--- src/rtl/lzrw1_pkg.sv ---
// ============================================================================
// lzrw1_pkg: LZRW1 group format types, constants and item-size helper.
// Rev 1.0
// ============================================================================
`default_nettype none

package lzrw1_pkg;

   typedef enum logic [1:0] {
      COLLECT = 2'd0,
      CTRL_LO = 2'd1,
      CTRL_HI = 2'd2,
      DATA    = 2'd3
   } packer_state_t;

   localparam int LZRW1_GROUP_ITEMS = 16;
   localparam int LZRW1_CTRL_BYTES  = 2;

   function automatic logic [1:0] item_bytes(input logic is_copy);
      return is_copy ? 2'd2 : 2'd1;
   endfunction

endpackage

`default_nettype wire

--- src/rtl/lzrw1_group_buffer.sv ---
// ============================================================================
// lzrw1_group_buffer: group byte store, 1-or-2-byte write, combinational read.
// Rev 1.0
// ============================================================================
`default_nettype none

module lzrw1_group_buffer #(
   parameter int BUF_BYTES = 32,
   parameter int ADDR_W    = $clog2(BUF_BYTES)
) (
   input  logic              clock,
   input  logic              wr_en,
   input  logic              wr_two,
   input  logic [ADDR_W-1:0] wr_addr,
   input  logic [15:0]       wr_data,
   input  logic [ADDR_W-1:0] rd_addr,
   output logic [7:0]        rd_data
);

   logic [7:0] mem [BUF_BYTES];

   // Copy words are stored high byte first so the stream carries them MSB first.
   always_ff @(posedge clock) begin
      if (wr_en) begin
         if (wr_two) begin
            mem[wr_addr]                <= wr_data[15:8];
            mem[wr_addr + ADDR_W'(1)]   <= wr_data[7:0];
         end else begin
            mem[wr_addr]                <= wr_data[7:0];
         end
      end
   end

   assign rd_data = mem[rd_addr];

endmodule

`default_nettype wire

--- src/rtl/lzrw1_group_packer.sv ---
// ============================================================================
// lzrw1_group_packer: serialises LZRW1 items into ctrl-word + byte groups.
// Option: LZRW1_GROUP_STATS_EN adds group_count output.            Rev 1.0
// ============================================================================
`default_nettype none

module lzrw1_group_packer
   import lzrw1_pkg::*;
#(
   parameter int GROUP_ITEMS = LZRW1_GROUP_ITEMS,
   parameter int BUF_BYTES   = 2 * LZRW1_GROUP_ITEMS
) (
   input  logic        clock,
   input  logic        reset_n,
   input  logic        in_valid,
   output logic        in_ready,
   input  logic        in_is_copy,
   input  logic [15:0] in_data,
   input  logic        in_last,
   output logic        out_valid,
   input  logic        out_ready,
   output logic [7:0]  out_byte,
   output logic        out_last,
   output logic        busy
`ifdef LZRW1_GROUP_STATS_EN
   ,
   output logic [15:0] group_count
`endif
);

   localparam int CNT_W  = $clog2(GROUP_ITEMS + 1);
   localparam int PTR_W  = $clog2(BUF_BYTES + 1);
   localparam int ADDR_W = $clog2(BUF_BYTES);

   packer_state_t            state, state_next;
   logic [CNT_W-1:0]         item_cnt;
   logic [PTR_W-1:0]         wr_ptr;
   logic [ADDR_W-1:0]        rd_ptr;
   logic [GROUP_ITEMS-1:0]   ctrl;
   logic                     last_grp;
   logic [7:0]               rd_data;
   logic                     accept;
   logic                     closing;
   logic                     last_data;
   logic                     data_done;

   assign accept    = in_valid && in_ready;
   assign closing   = accept && (in_last || (item_cnt == CNT_W'(GROUP_ITEMS - 1)));
   assign last_data = ({1'b0, rd_ptr} == (wr_ptr - PTR_W'(1)));
   assign data_done = (state == DATA) && out_ready && last_data;
   assign busy      = (state != COLLECT) || (item_cnt != '0);

   lzrw1_group_buffer #(
      .BUF_BYTES (BUF_BYTES),
      .ADDR_W    (ADDR_W)
   ) u_buf (
      .clock   (clock),
      .wr_en   (accept),
      .wr_two  (in_is_copy),
      .wr_addr (wr_ptr[ADDR_W-1:0]),
      .wr_data (in_data),
      .rd_addr (rd_ptr),
      .rd_data (rd_data)
   );

   always_ff @(posedge clock or negedge reset_n) begin
      if (!reset_n) state <= COLLECT;
      else          state <= state_next;
   end

   always_comb begin
      state_next = state;
      in_ready   = 1'b0;
      out_valid  = 1'b0;
      out_byte   = 8'h00;
      out_last   = 1'b0;
      case (state)
         COLLECT: begin
            in_ready = 1'b1;
            if (closing) state_next = CTRL_LO;
         end
         CTRL_LO: begin
            out_valid = 1'b1;
            out_byte  = ctrl[7:0];
            if (out_ready) state_next = CTRL_HI;
         end
         CTRL_HI: begin
            out_valid = 1'b1;
            out_byte  = ctrl[15:8];
            if (out_ready) state_next = DATA;
         end
         DATA: begin
            out_valid = 1'b1;
            out_byte  = rd_data;
            out_last  = last_grp && last_data;
            if (out_ready && last_data) state_next = COLLECT;
         end
         default: state_next = COLLECT;
      endcase
   end

   always_ff @(posedge clock or negedge reset_n) begin
      if (!reset_n) begin
         item_cnt <= '0;
         wr_ptr   <= '0;
         rd_ptr   <= '0;
         ctrl     <= '0;
         last_grp <= 1'b0;
      end else if (accept) begin
         ctrl     <= ctrl | ({{(GROUP_ITEMS-1){1'b0}}, in_is_copy} << item_cnt);
         wr_ptr   <= wr_ptr + PTR_W'(item_bytes(in_is_copy));
         item_cnt <= item_cnt + CNT_W'(1);
         if (closing) last_grp <= in_last;
      end else if (data_done) begin
         item_cnt <= '0;
         wr_ptr   <= '0;
         rd_ptr   <= '0;
         ctrl     <= '0;
         last_grp <= 1'b0;
      end else if ((state == DATA) && out_ready) begin
         rd_ptr   <= rd_ptr + ADDR_W'(1);
      end
   end

`ifdef LZRW1_GROUP_STATS_EN
   always_ff @(posedge clock or negedge reset_n) begin
      if (!reset_n)       group_count <= 16'h0000;
      else if (data_done) group_count <= group_count + 16'h0001;
   end
`endif

endmodule

`default_nettype wire

--- config.mk ---
export PLATFORM = sky130hd
export DESIGN_NAME = lzrw1_group_packer
export DESIGN_NICKNAME = d
export VERILOG_FILES = /design/src/rtl/lzrw1_pkg.sv /design/src/rtl/lzrw1_group_buffer.sv /design/src/rtl/lzrw1_group_packer.sv
export SDC_FILE = /design/constraint.sdc
export NUM_CORES = 1
export LEC_CHECK = 0
export BUFFER_PORTS_ARGS = -buffer_cell sky130_fd_sc_hd__buf_2
export CAP_MARGIN = 20
export CORE_MARGIN = 2
export CORE_UTILIZATION = 55
export CTS_CLUSTER_DIAMETER = 30
export DETAILED_ROUTE_END_ITERATION = 8
export PLACE_DENSITY_LB_ADDON = 0.05
export REMOVE_ABC_BUFFERS = 1
export SYNTH_ARGS = -nofsm -noshare
export SYNTH_HDL_FRONTEND = slang
export SYNTH_SLANG_ARGS = --single-unit
--- constraint.sdc ---
create_clock -name clock -period 6.1 [get_ports clock]
set_clock_uncertainty 0.2 [all_clocks]
set_input_delay 1.83 -clock clock [delete_from_list [all_inputs] [get_ports clock]]
set_output_delay 1.83 -clock clock [all_outputs]
set_load 0.01 [all_outputs]
==> results of run 1 <==
-- power breakdown --
part	leakage (nW)	switching (mW)	internal, mW
Clock	1.14	1.19	2.55
Sequential	2.74	0.235	2.35
Combinational	2.72	1.13	0.842
-- cells by family after synthesis --
logic type	after synthesis	share of synthesized area, %
buffers and inverters	111	3.148
AO/OA/AOI/OAI	154	6.937
XOR/XNOR	5	0.2768
AND/OR/NAND/NOR	172	6.083
adder cells (fa/ha/maj)	16	1.313
flip-flops	291	54.13
multiplexers	350	28.11
-- worst min-delay path, cell delays in order (launching register included) --
cell,delay [ns]
dfrtp_1,0.34
a21oi_1,0.04
nor2_1,0.08
-- per-layer routing --
layer | global-route usage, % | wire length, µm | vias to the layer above
met3 | 5.811 | 3239 | 89
met2 | 47.18 | 20990 | 434
met5 | 0 | 0 | -
li1 | - | - | 4443
met4 | 11.66 | 1484 | 0
met1 | 41.34 | 18520 | 5246
-- stage by stage --
step / power (mW) / hold slack [ns] / util, %
2_1_floorplan: 3.933 / 0.2629 / -
3_3_place_gp: 4.538 / 0.2787 / 57.21
3_5_place_dp: 4.568 / 0.2865 / 57.24
4_1_cts: 8.323 / 0.2976 / 65.56
5_1_grt: 8.597 / 0.3147 / 65.60
6_report: 8.293 / 0.2982 / 65.60
-- final timing paths --
kind,from,end,cells after the start
setup / recovery,rd_ptr[0],out_byte[5],6
hold / removal,ctrl[9],ctrl[9],2
setup reg to reg,state[1],u_buf.mem[20][3],6
hold reg to reg,ctrl[9],ctrl[9],2
max in group asynchronous,reset_n,rd_ptr[0],1
min in group asynchronous,reset_n,ctrl[12],1
-- cells in the mapped netlist, types with 3 or more instances --
master	count	area share, %
xnor2_1	4	0.22
o32ai_1	8	0.44
or3_1	3	0.12
o21ai_0	24	0.76
nor2_1	32	0.76
ha_1	15	1.2
nand3b_1	3	0.14
and2_1	6	0.24
a2111oi_0	7	0.39
o21ai_1	4	0.13
nor2_8	4	0.51
a21oi_1	20	0.63
clkbuf_1	70	1.7
buf_4	8	0.38
o31ai_1	3	0.14
mux2_2	263	19
nand4_1	3	0.12
o21bai_1	6	0.28
inv_1	9	0.21
o221ai_1	7	0.39
nor2_2	12	0.47
a22oi_1	9	0.43
o22ai_1	24	0.95
or2_2	8	0.32
buf_2	17	0.54
and3_1	7	0.28
mux4_2	49	7.0
a22o_1	14	0.78
mux2i_1	37	2.3
edfxtp_1	256	49
nor2b_1	8	0.32
buf_6	4	0.28
nand2b_1	3	0.12
dfrtp_1	35	5.5
nand3_1	12	0.38
buf_1	3	0.071
and3b_1	3	0.17
nor3_1	6	0.19
nand2_1	52	1.2
a211oi_1	7	0.33
-- registers in the layout (all words and copies together) (netlist names) --
register and flops:
u_buf.mem 256, ctrl 16, state 2, rd_ptr 5, wr_ptr 6, last_grp 1, item_cnt 5
-- final cells by class --
class / count / area, µm²
timing repair buffer: 78 / 510.5
fill: 2132 / 9821
multi-input combinational: 697 / 6758
tap: 384 / 480.5
clock buffer: 82 / 1807
inverter: 9 / 33.78
sequential: 291 / 8568
clock inverter: 44 / 569.3
==> impl_metrics.csv, run 1 <==
group,metric,value,unit
power,irDropWorstVdd,0.0003131,V
synth,synth_edf_count,256,
placement,dp_slack,1.098,ns
timing,setup_slack,0.4928,ns
worst_setup_path,critPathKind,"flop to primary output",
global_routing,antenna_found_initial,0,
finish,mostFrequentLayoutCells,"mux2_2, edfxtp_1, clkbuf_16",
floorplan,core_area,28550,µm²
finish,area_growth,18.38,%
finish,layout.cells.most_common,"mux2_2",
clock_tree,hold_buffers,0,
clock_tree,cts_tree,"done",
global_routing,grt_pass1_vias,10187,
worst_setup_path,cp-end-kind,"primary output",
synth,avgSynthCellArea,14.39,µm²
worst_setup_path,cpPeakStageDelay,0.89,ns
worst_setup_path,required,4.07,ns
floorplan,dieHeight,173.6,µm
timing,fin_crit,5.607,ns
synth,ys_types,68,
placement,gp_congestion,0.9361,
synth,synth_area,15820,µm²
timing,max-slew-margin-rel,31.05,%
detailed_routing,drt_drc_violations_left,0,
detailed_routing,drtIter0Drc,1087,
synth,async_flop_share,12.03,%
worst_setup_path,cp_max_fo,36,
floorplan,dieWidth,173.6,µm
flow_run,maxCapViolCount,0,
worst_setup_path,critPathLaunchType,"flop",
global_routing,grt_overflow,0,
placement,dp_hpwl,28190,µm
worst_setup_path,path_buf_inv,2,
timing,clock.fmax,178.3,MHz
power,p_leak,6.607,nW
timing,hold_violations,0,
timing,worstMarginPinSlew,1.032,ns
synth,synth-seq-cells,291,
placement,dp.cells,1457,
detailed_routing,drt_wl_total,44240,µm
worst_setup_path,r2r_setup_slack,2.19,ns
finish,drive_gt1_share,44.55,%
finish,fin_nets,1185,
detailed_routing,via_per_inst,6.443,
run_status,status,"completed",
timing,timing.final.crit_share,91.92,%
synth,synth_warnings,0,
clock_tree,cts.sinks,291,
floorplan,rows,62,
clock_tree,cts.clk_slew.worst_paths,0.04,ns
timing,finalSetupViolations,0,
worst_setup_path,critical_path.top_delay_family,"compound AO/OA/AOI/OAI gates",
worst_setup_path,arrival,3.58,ns
global_routing,grt_max_degree,37,
clock_tree,post_cts_buffers,0,
placement,io_buffers,33,
floorplan,dieArea,30130,µm²
placement,dpl_cell_area,16340,µm²
clock_tree,worstSkewPairLatency,0.57,ns
clock_tree,numCtsBuffers,70,
detailed_routing,drtPass1Iterations,5,
finish,final_cells,1585,
worst_setup_path,cp_slowest_cell,"dfrtp_4",
min_path,hold_class,"flop to flop",
finish,num_antenna_cells,0,
synth,yosysSeqAreaShare,54.13,%
clock_tree,cts_max_level,3,
clock_tree,clk_path_buf_depth,3,
detailed_routing,post_drt_wl_per_cell,27.91,µm
global_routing,grt_util_all_layers,29.89,%
detailed_routing,ant_nets,0,
global_routing,grt_pass1_wl,66400,µm
floorplan,io_pins,34,
timing,finalSetupTns,0,ns
synth,syn-instance-count,1099,
floorplan,initial_core_util,55.41,%
timing,slew_viol_final,0,
detailed_routing,dr_total_vias,10212,
synth,ys.flop_type,"edfxtp_1",
finish,final_design_area_no_fill,18730,µm²
clock_tree,ctsResizeCount,0,
worst_setup_path,path_cells,"buf_4 > mux4_2 > a22o_1 > a211oi_1 > o32ai_1 > buf_2",
clock_tree,cts_root_buffer,"clkbuf_16",
timing,grt_setup_unrepaired,"false",
power,powerDensity,442.9,nW/µm²
Note: power is estimated with default switching activity, not from simulation.
==> run 2, diff against run 1 <==
CORE_ASPECT_RATIO = 1.2   (was unset)
CORE_UTILIZATION = 45   (was 55)
==> run 2 against run 1 <==
Net effect:
- first-iteration DRC count shrank 34%
- clock-buffer cell count shrank 2
- worst setup slack lost 0.094 ns
- global-route usage shrank 5.1 points
- non-clock buffer count shrank 8
- largest power group unchanged
==> impl_metrics.csv, run 2 (same netlist as run 1, synthesis figures left out) <==
group,metric,value,unit
global_routing,antenna_found_initial,2,
power,powerDensity,447.1,nW/µm²
clock_tree,hold_buffers,0,
power,irDropWorstVdd,0.0001963,V
placement,io_buffers,33,
finish,layout.cells.most_common,"mux2_2",
clock_tree,cts_max_level,3,
global_routing,grt_max_degree,36,
detailed_routing,via_per_inst,6.002,
global_routing,met1_usage,32.47,%
timing,whs,0.2929,ns
clock_tree,cts_tree,"done",
clock_tree,cts.sinks,291,
placement,dpl_cell_area,16370,µm²
detailed_routing,drtIter0Drc,712,
floorplan,core_area,34810,µm²
floorplan,io_pins,34,
global_routing,grt_overflow,0,
power,p_total,8.423,mW
finish,num_antenna_cells,0,
worst_setup_path,arrival,3.67,ns
global_routing,use_met2,40.92,%
placement,gp_congestion,0.8839,
detailed_routing,drtPass1Iterations,7,
worst_setup_path,critPathLaunchType,"flop",
worst_setup_path,cp-end-kind,"primary output",
timing,slew_viol_final,0,
finish,fin_util,54.12,%
clock_tree,clk_path_buf_depth,3,
clock_tree,cts_root_buffer,"clkbuf_16",
detailed_routing,ant_nets,0,
min_path,hold_class,"flop to flop",
timing,grt_setup_unrepaired,"false",
timing,clock.fmax,175.4,MHz
timing,finalSetupViolations,0,
run_status,status,"completed",
worst_setup_path,cp_slowest_cell,"a2111oi_0",
detailed_routing,drt_wl_total,44580,µm
finish,drive_gt1_share,44.56,%
floorplan,rows,75,
placement,dp_hpwl,28760,µm
detailed_routing,post_drt_wl_per_cell,26.92,µm
global_routing,grt_pass1_vias,10127,
worst_setup_path,path_buf_inv,3,
timing,max-slew-margin-rel,24.12,%
worst_setup_path,cpMostUsedCell,"buf_4",
floorplan,dieArea,36670,µm²
worst_setup_path,path_cells,"buf_4 > nor2b_1 > buf_4 > a22o_1 > a2111oi_0 > o32ai_1 > buf_2",
timing,worstMarginPinSlew,1.110,ns
finish,final_design_area_no_fill,18840,µm²
worst_setup_path,required,4.07,ns
worst_setup_path,cp_max_fo,16,
floorplan,dieWidth,175.2,µm
detailed_routing,dr_total_vias,9940,
timing,fin_crit,5.701,ns
finish,largest_register_ff_count,256,
worst_setup_path,critical_path.top_delay_family,"compound AO/OA/AOI/OAI gates",
clock_tree,ctsResizeCount,0,
finish,area_growth,19.10,%
finish,mostFrequentLayoutCells,"mux2_2, edfxtp_1, clkbuf_16",
floorplan,dieHeight,209.4,µm
finish,regMostFlops,"u_buf.mem",
worst_setup_path,critPathKind,"flop to primary output",
finish,fin_nets,1176,
flow_run,maxCapViolCount,0,
clock_tree,post_cts_buffers,0,
power,p_leak,6.600,nW
global_routing,grt_util_all_layers,24.82,%
timing,hold_violations,0,
global_routing,gr-usage-met3,4.855,%
timing,timing.final.crit_share,93.46,%
global_routing,grt_busiest_layer,"met2",
timing,finalSetupTns,0,ns
finish,top_regs,"u_buf.mem (256), ctrl (16), wr_ptr (6)",
worst_setup_path,cpPeakStageDelay,0.90,ns
clock_tree,worstSkewPairLatency,0.55,ns
global_routing,grt_pass1_wl,67140,µm
clock_tree,cts.clk_slew.worst_paths,0.05,ns
floorplan,initial_core_util,45.44,%
clock_tree,numCtsBuffers,69,
detailed_routing,drt_drc_violations_left,0,
## run 2: cell types whose count changed in the layout (fill, tap and decap cells not counted), moves of 3 or more
cell / before / now
buf_4: 42 / 34
a2111oi_0: 7 / 3
clkinv_8: 3 / 0
clkinvlp_4: 6 / 10
bufinv_16: 10 / 14
clkinv_2: 8 / 11
a2111oi_1: 0 / 4
## run 2: layout make-up
cell class,count,area [µm²]
clock buffer,80,1810
multi-input combinational,697,6763
tap,462,578.1
inverter,9,33.78
fill,2897,15970
timing repair buffer,70,435.4
clock inverter,47,651.9
sequential,291,8568
## run 2: path summary, 6_finish.rpt
check	from	end	slack (ns)	depth (start not counted)
setup / recovery	rd_ptr[1]	out_byte[5]	0.40	7
max in group asynchronous	reset_n	rd_ptr[0]	3.88	1
min in group asynchronous	reset_n	item_cnt[2]	1.20	1
hold reg to reg	ctrl[11]	ctrl[11]	0.29	2
setup reg to reg	state[0]	u_buf.mem[13][5]	2.26	7
hold / removal	ctrl[11]	ctrl[11]	0.29	2
## run 2: through the flow
step | worst slack (ns) | instances
6_report | 0.3992 | 1656
5_1_grt | 0.3044 | 1656
4_1_cts | 0.3997 | 1655
3_5_place_dp | 0.9926 | 1528
3_3_place_gp | 1.045 | 1526
2_1_floorplan | -0.3386 | 997
## run 2: layer usage
metal / up-vias / wire, µm
met5: - / 0
met4: 0 / 1404
met3: 76 / 2274
met2: 286 / 22130
met1: 5152 / 18770
li1: 4426 / -
## run 2: tightest hold or removal path: cells and delay by family, from the launching register on
family	cells	cell delay (ns)
flip-flops	1	0.33
AND/OR/NAND/NOR	1	0.07
AO/OA/AOI/OAI	1	0.05
## run 2: report_power, final
part | internal (mW) | total [mW] | switching (mW)
registers | 2.35 | 2.58 | 0.227
clock network | 2.72 | 3.90 | 1.18
logic | 0.844 | 1.94 | 1.10
total | 5.92 | 8.42 | 2.50
